==> config.mk <==
export PLATFORM = sky130hd
export DESIGN_NAME = instruction_fetch_flat
export DESIGN_NICKNAME = d
export VERILOG_FILES = /design/src/rtl/tpu_isa_pkg.sv /design/src/rtl/instruction_fetch_if.sv /design/src/rtl/instruction_fetch.sv /design/src/flat_wrapper.sv
export SDC_FILE = /design/constraint.sdc
export NUM_CORES = 1
export LEC_CHECK = 0
export BUFFER_PORTS_ARGS = -buffer_cell sky130_fd_sc_hd__buf_2
export CAP_MARGIN = 20
export CORE_ASPECT_RATIO = 2
export CORE_MARGIN = 1
export CORE_UTILIZATION = 25
export CTS_CLUSTER_SIZE = 25
export DETAILED_ROUTE_END_ITERATION = 16
export PLACE_DENSITY_LB_ADDON = 0.25
export SYNTH_ARGS = -nofsm -noshare
export SYNTH_HDL_FRONTEND = slang
export SYNTH_SLANG_ARGS = --single-unit
==> constraint.sdc <==
create_clock -name clk -period 1.9 [get_ports clk]
set_input_delay 0.19 -clock clk [delete_from_list [all_inputs] [get_ports clk]]
set_output_delay 0.19 -clock clk [all_outputs]
set_load 0.01 [all_outputs]
==> src/rtl/tpu_isa_pkg.sv <==
// Shared ISA definitions for the TPU front end: opcode encodings, opcode field
// position and the fetch sequencer state encoding. The decoder imports this too.
package tpu_isa_pkg;

   localparam int INSTR_W = 16;
   localparam int OPC_W   = 3;
   localparam int OPC_MSB = INSTR_W - 1;
   localparam int OPC_LSB = INSTR_W - OPC_W;

   localparam logic [OPC_W-1:0] OP_NOP         = 3'b000;
   localparam logic [OPC_W-1:0] OP_LOAD_ADDR   = 3'b001;
   localparam logic [OPC_W-1:0] OP_LOAD_WEIGHT = 3'b010;
   localparam logic [OPC_W-1:0] OP_LOAD_INPUTS = 3'b011;
   localparam logic [OPC_W-1:0] OP_COMPUTE     = 3'b100;
   localparam logic [OPC_W-1:0] OP_HALT        = 3'b111;

   typedef enum logic [2:0] {
      FS_IDLE,
      FS_FETCH,
      FS_RECV,
      FS_ISSUE,
      FS_WAIT_CMP,
      FS_DONE
   } fetch_state_e;

endpackage

==> src/rtl/instruction_fetch_if.sv <==
// Instruction memory read port: the fetch unit drives enable/address and
// receives the read word one cycle after the enable.
interface instruction_fetch_if #(
   parameter int IMEM_AW = 8,
   parameter int INSTR_W = 16
) ();

   logic               imem_en;
   logic [IMEM_AW-1:0] imem_addr;
   logic [INSTR_W-1:0] imem_rdata;

   modport master (
      output imem_en,
      output imem_addr,
      input  imem_rdata
   );

   modport slave (
      input  imem_en,
      input  imem_addr,
      output imem_rdata
   );

endinterface

==> src/rtl/instruction_fetch.sv <==
// Fetch sequencer feeding the instruction decoder: reads one word per fetch,
// issues it for a single cycle, and honours stall, compute-wait and HALT.
module instruction_fetch #(
   parameter int IMEM_AW = 8,
   parameter int INSTR_W = tpu_isa_pkg::INSTR_W,
   parameter int CNT_W   = 16
) (
   input  logic               clk,
   input  logic               reset,
   input  logic               start,
   input  logic [IMEM_AW-1:0] start_pc,
   input  logic               stall,
   input  logic               compute_done,
   instruction_fetch_if.master imem,
   output logic [INSTR_W-1:0] instruction,
   output logic [IMEM_AW-1:0] pc,
   output logic               busy,
   output logic               done,
   output logic [CNT_W-1:0]   instr_count
);

   import tpu_isa_pkg::*;

   fetch_state_e       state_q, state_d;
   logic [IMEM_AW-1:0] pc_q, pc_d;
   logic [INSTR_W-1:0] ibuf_q, ibuf_d;
   logic [INSTR_W-1:0] instr_q, instr_d;
   logic [CNT_W-1:0]   cnt_q, cnt_d;
   logic               done_q, done_d;
   logic [OPC_W-1:0]   opcode;

   assign opcode = ibuf_q[INSTR_W-1 -: OPC_W];

   always_ff @(posedge clk) begin
      if (reset) begin
         state_q <= FS_IDLE;
         pc_q    <= '0;
         ibuf_q  <= '0;
         instr_q <= '0;
         cnt_q   <= '0;
         done_q  <= 1'b0;
      end else begin
         state_q <= state_d;
         pc_q    <= pc_d;
         ibuf_q  <= ibuf_d;
         instr_q <= instr_d;
         cnt_q   <= cnt_d;
         done_q  <= done_d;
      end
   end

   // instr_d defaults to zero so an issued word is visible for exactly one cycle
   always_comb begin
      state_d = state_q;
      pc_d    = pc_q;
      ibuf_d  = ibuf_q;
      instr_d = '0;
      cnt_d   = cnt_q;
      done_d  = 1'b0;
      case (state_q)
         FS_IDLE: begin
            if (start) begin
               pc_d    = start_pc;
               cnt_d   = '0;
               state_d = FS_FETCH;
            end
         end
         FS_FETCH: state_d = FS_RECV;
         FS_RECV: begin
            ibuf_d  = imem.imem_rdata;
            state_d = FS_ISSUE;
         end
         FS_ISSUE: begin
            if (opcode == OP_HALT) begin
               state_d = FS_DONE;
               done_d  = 1'b1;
            end else if (!stall) begin
               instr_d = ibuf_q;
               pc_d    = pc_q + IMEM_AW'(1);
               cnt_d   = cnt_q + CNT_W'(1);
               state_d = (opcode == OP_COMPUTE) ? FS_WAIT_CMP : FS_FETCH;
            end
         end
         FS_WAIT_CMP: begin
            if (compute_done) state_d = FS_FETCH;
         end
         FS_DONE: state_d = FS_IDLE;
         default: state_d = FS_IDLE;
      endcase
   end

   assign imem.imem_en   = (state_q == FS_FETCH);
   assign imem.imem_addr = pc_q;
   assign busy           = (state_q != FS_IDLE);
   assign instruction    = instr_q;
   assign pc             = pc_q;
   assign done           = done_q;
   assign instr_count    = cnt_q;

endmodule

==> src/flat_wrapper.sv <==
// flat-port wrapper written by rule: the top's interface ports become plain ports
module instruction_fetch_flat import tpu_isa_pkg::*;
#(
   parameter int IMEM_AW = 8,
   parameter int INSTR_W = tpu_isa_pkg::INSTR_W,
   parameter int CNT_W   = 16
)
  (clk, reset, start, start_pc, stall, compute_done, instruction, pc, busy, done, instr_count, imem_imem_en, imem_imem_addr, imem_imem_rdata);
  instruction_fetch_if #(.IMEM_AW(IMEM_AW), .INSTR_W(INSTR_W)) imem_i ();
  input  logic clk;
  input  logic reset;
  input  logic start;
  input  logic [IMEM_AW-1:0] start_pc;
  input  logic stall;
  input  logic compute_done;
  output logic [INSTR_W-1:0] instruction;
  output logic [IMEM_AW-1:0] pc;
  output logic busy;
  output logic done;
  output logic [CNT_W-1:0] instr_count;
  output wire logic [$bits(imem_i.imem_en)-1:0] imem_imem_en;
  output wire logic [$bits(imem_i.imem_addr)-1:0] imem_imem_addr;
  input wire logic [$bits(imem_i.imem_rdata)-1:0] imem_imem_rdata;
  assign imem_imem_en = imem_i.imem_en;
  assign imem_imem_addr = imem_i.imem_addr;
  assign imem_i.imem_rdata = imem_imem_rdata;
  instruction_fetch #(.IMEM_AW(IMEM_AW), .INSTR_W(INSTR_W), .CNT_W(CNT_W)) u_core (.clk(clk), .reset(reset), .start(start), .start_pc(start_pc), .stall(stall), .compute_done(compute_done), .imem(imem_i), .instruction(instruction), .pc(pc), .busy(busy), .done(done), .instr_count(instr_count));
endmodule
==> flow_summary.yaml, run 1 <==
job:
  timing.max_cap.violations: 0
sta:
  slew_headroom: 0.5332
  period_minus_slack_ns: 1.723
  tns_ns: 0
  timing_hold_violations_final: 0
  skew_ns: 0.006504
  timing.fmax_mhz: 580.3
  fin_crit_sh: 0.9069
  setup_slack_ns: 0.1768
  setup_violations: 0
  rsz0062_at_grt: "false"
  slew_viol_final: 0
  tightestPinTransition_ns: 0.7002
synth:
  synth_common_cells: "dfxtp_1, nand2_1, a21oi_1, and2_1, nand3_1"
  yosysSeqAreaShare: 0.4683
  ys_seq_elements: 60
  syn_area_per_cell_um2: 8.665
  synth_edf_count: 0
  synthTopCellsByArea: "dfxtp_1, a21oi_1, nand2_1"
  synth_area_leader_cell: "dfxtp_1"
  syn-num-nets: 327
  synth_cell_type_count: 45
  synth_area_um2: 2565
  async_flop_share: 0
  ys_warn_count: 0
  synth_cells: 296
  synth_ff_type: "dfxtp_1"
  yosysMostFrequentCell: "dfxtp_1"
  synth_top_area_frac: 0.4683
placed_design:
  placed_area_um2: 3088
  port_buffers: 79
  pre_cts_ws_ns: 0.06379
  dp_cells: 500
  gp_congestion: 0.7713
  hpwl_um: 5002
critical_path:
  rrSetupSlack_ns: 0.18
  crit_arrival_ns: 1.96
  critical_path.startpoint_type: "register"
  worstSetupPathType: "reg2reg"
  critPathCaptureType: "register"
  required_ns: 2.14
  cp_max_fo: 30
floorplanning:
  core_area_um2: 10020
  initial_core_util: 0.2560
  dieHeight_um: 145.2
  pin_count: 80
  placementRows: 52
  fp.dieW_um: 73.63
  dieArea_um2: 10690
detailed_routing:
  post_drt_wl_per_cell_um: 13.60
  vias_per_cell: 4.691
  dr.pass1.iters: 4
  route.met3.wl_um: 346
  wl_met1_um: 2697
  wl_met2_um: 3745
  vias: 2416
  drtIter0Drc: 100
  final_antenna_net_count: 0
  highest_layer: "met4"
  drt-total-wl_um: 7003
  drc: 0
layout:
  antenna_cells: 0
  area_growth_pct: 30.39
  drive_gt1_frac: 0.2974
  final_cells: 515
  fill_cells: 1108
  fin_nets: 407
  final_cell_area_um2: 3344
clock_tree:
  hold_buffers: 0
  h-tree-depth: 3
  clk_pin_slew_ns: 0.05
  clockBufferDepth: 2
  cts-root-buf: "clkbuf_16"
  cts_setup_buffers: 0
  ctsResizeCount: 0
  worst_skew_pair.late_latency_ns: 0.33
  cts_sinks: 60
  cts_tree: "built"
  cts_buffers: 9
global_route:
  grt_first_pass_wirelength_um: 11380
  grt_max_degree: 34
  antenna_found_initial: 0
  grt_use_total: 0.1397
  grt_overflow: 0
  grt_pass1_vias: 2449
power:
  leakage_nw: 1.395
  finalPower_mw: 3.041
  peakVddDrop_uv: 514.4
  cellPowerDensity_nw_per_um2: 909.3
status:
  status: "finished clean"
hold_path:
  holdCritPathClass: "in2reg"
[critical path, cell delays in order, from the launching register on]
cell and delay (ns):
dfxtp_1 0.38, nand3_1 0.16, a31oi_4 0.63, buf_6 0.22, a21oi_1 0.04, o32ai_1 0.20
[power by group]
group	leakage (nW)	total (mW)	switching, mW	internal [mW]
Sequential	0.487	1.33	0.0352	1.30
Combinational	0.782	0.299	0.176	0.123
Clock	0.126	1.41	0.540	0.867
[state kept, by name, indices dropped and copies added (netlist names)]
register and flops:
u_core.imem.imem_addr 8, u_core.done 1, u_core.ibuf_q 16, u_core.state_q 3
u_core.instr_count 16, u_core.instruction 16
[metrics by stage]
step | hold slack [ns] | util
finish | 0.1033 | 0.3338
detailed placement | 0.4375 | 0.3082
floorplan | 0.3260 | -
CTS | 0.09252 | 0.3333
global route | 0.1017 | 0.3338
global placement | 0.4335 | 0.3082
[final timing paths]
check,startpoint,to,cells after the start
worst min register to register,u_core.ibuf_q[9],u_core.ibuf_q[9],2
worst min-delay path,imem_imem_rdata[11],u_core.ibuf_q[11],3
worst max register to register,u_core.ibuf_q[14],u_core.imem.imem_addr[5],5
worst max-delay path,u_core.ibuf_q[14],u_core.imem.imem_addr[5],5
[final cells by class]
class / count / area, µm² / share of cell area
flip-flops and latches: 60 / 1202 / 0.3595
multi-input cells: 203 / 1176 / 0.3517
repair buffers: 95 / 519.2 / 0.1553
clock buffers: 12 / 236.5 / 0.07071
well taps: 135 / 168.9 / 0.05051
inverters: 7 / 26.28 / 0.007856
clock inverters: 3 / 15.01 / 0.004489
[kinds of logic after synthesis]
group	Yosys count	share of synthesized area
AO/OA/AOI/OAI	71	0.1698
buffers and inverters	33	0.07317
AND/OR/NAND/NOR	129	0.2751
flip-flops	60	0.4683
multiplexers	1	0.003903
adder cells (fa/ha/maj)	2	0.009755
[metal layers]
metal,up-vias,GRT usage
li1,1203,-
met1,1131,0.1403
met2,68,0.2477
met3,14,0.03125
met4,0,0.08750
met5,-,0
[cell usage in the layout (no fill, tap or decap), types with 7 or more instances in the layout]
cell type,instances
clkbuf_16,9
inv_1,7
o21ai_0,9
or3_1,7
or4_1,10
and2_1,19
buf_4,15
a21oi_1,38
nand2_1,46
nand3_1,14
dfxtp_1,59
o31ai_1,9
buf_2,79
No activity file was read; power rests on OpenSTA's default activity.
==> run 2: changes to the inputs <==
- clock period: 1.9 -> 2.1 ns (I/O delays scaled with it)
==> run 2 against run 1 <==
Setup slack better by 0.11 ns. Worst hold slack better by 0.015 ns. Cell count is 1.6% lower.
==> flow_summary.yaml, run 2 (synthesis gave the netlist of run 1 again) <==
status:
  status: "finished clean"
layout:
  final_cell_area_um2: 3284
  final_cell_mix: "buf_2, dfxtp_1, nand2_1"
  antenna_cells: 0
  area_growth_pct: 28.05
  fill_cells: 1112
  layout_commonest_cell: "buf_2"
  fin_nets: 401
  drive_gt1_frac: 0.2796
sta:
  period_minus_slack_ns: 1.817
  fin_crit_sh: 0.8654
  tightestPinTransition_ns: 0.7070
  rsz0062_at_grt: "false"
  setup_slack_ns: 0.2826
  timing.fmax_mhz: 550.2
  skew_ns: 0.006230
  timing_hold_violations_final: 0
  setup_violations: 0
  tns_ns: 0
  slew_viol_final: 0
  slew_headroom: 0.5273
global_route:
  grt_overflow: 0
  grt_first_pass_wirelength_um: 11410
  antenna_found_initial: 0
  grt_pass1_vias: 2313
  grt_use_total: 0.1404
  grt_max_degree: 31
hold_path:
  holdCritPathClass: "in2reg"
critical_path:
  crit_arrival_ns: 2.08
  cpPeakStageDelay_ns: 0.59
  worstSetupPathType: "reg2reg"
  crit_slowest_cell: "or4_1"
  critical_path.top_delay_family: "simple AND/OR/NAND/NOR gates"
  rrSetupSlack_ns: 0.28
  cp_max_fo: 30
  required_ns: 2.36
  path_buf_inv: 1
  critPathCaptureType: "register"
  critical_path.startpoint_type: "register"
  crit_chain: "buf_4 > nor4b_4 > a31oi_4 > or4_1 > a21oi_1"
floorplanning:
  pin_count: 80
  initial_core_util: 0.2560
  core_area_um2: 10020
  placementRows: 52
  dieArea_um2: 10690
  fp.dieW_um: 73.63
  dieHeight_um: 145.2
clock_tree:
  cts_buffers: 9
  worst_skew_pair.late_latency_ns: 0.33
  cts_sinks: 60
  cts-root-buf: "clkbuf_16"
  h-tree-depth: 3
  cts_setup_buffers: 0
  clockBufferDepth: 2
  cts_tree: "built"
  clk_pin_slew_ns: 0.05
power:
  cellPowerDensity_nw_per_um2: 824.0
  leakage_nw: 1.353
  peakVddDrop_uv: 454.4
detailed_routing:
  highest_layer: "met4"
  vias: 2372
  wl_met2_um: 3515
  route.met3.wl_um: 443
  post_drt_wl_per_cell_um: 13.40
  vias_per_cell: 4.679
  drc: 0
  wl_met1_um: 2689
  drtIter0Drc: 119
  drt-total-wl_um: 6793
  final_antenna_net_count: 0
  dr.pass1.iters: 4
placed_design:
  hpwl_um: 4855
  port_buffers: 79
  placed_area_um2: 3043
  pre_cts_ws_ns: 0.1883
  gp_congestion: 0.7707
job:
  timing.max_cap.violations: 0
run 2: metrics by stage:
step                      instances  utilization  power, mW  hold slack, ns
after floorplan                 296            -      1.409          0.3460
after global placement          494       0.3037      1.490          0.4369
after detailed placement        494       0.3037      1.493          0.4387
after CTS                       507       0.3277      2.757          0.1062
after global routing            507       0.3278      2.834          0.1191
final                           507       0.3278      2.706          0.1186
run 2: what timing repair did:
action	4_1_cts	5_1_grt
hold buffers	0	0
endpoints found under the setup margin	0	1
gates resized for setup	0	1
run 2: cell type report:
class	instances	area (µm²)	area share
Multi-Input combinational cell	203	1176	0.3581
Tap cell	135	168.9	0.05143
Clock buffer	13	240.2	0.07314
Inverter	7	26.28	0.008000
Timing Repair Buffer	89	470.5	0.1432
Sequential cell	60	1202	0.3661
run 2: path summary, 6_finish.rpt:
path,from,end,depth (start not counted)
min reg2reg,u_core.ibuf_q[9],u_core.ibuf_q[9],2
max,u_core.state_q[2],u_core.instr_count[8],5
min,imem_imem_rdata[5],u_core.ibuf_q[5],3
max reg2reg,u_core.state_q[2],u_core.instr_count[8],5
run 2: where the power goes:
part           internal [mW]  switching, mW  leakage, nW
clock                  0.776          0.465        0.116
sequential              1.18         0.0379        0.487
combinational          0.103          0.148        0.750
total                   2.06          0.651         1.35
run 2: per-layer routing:
| metal | global-route usage | vias to the layer above |
|---|---|---|
| li1 | - | 1193 |
| met3 | 0.03750 | 9 |
| met4 | 0.07212 | 0 |
| met1 | 0.1598 | 1097 |
| met2 | 0.2326 | 73 |
| met5 | 0 | - |
run 2: worst register-to-register path: cells and delay by family, from the launching register on:
kind                   cells  cell delay (ns)
AND/OR/NAND/NOR            2             0.95
AO/OA/AOI/OAI              2             0.34
flip-flops                 1             0.30
buffers and inverters      1             0.16
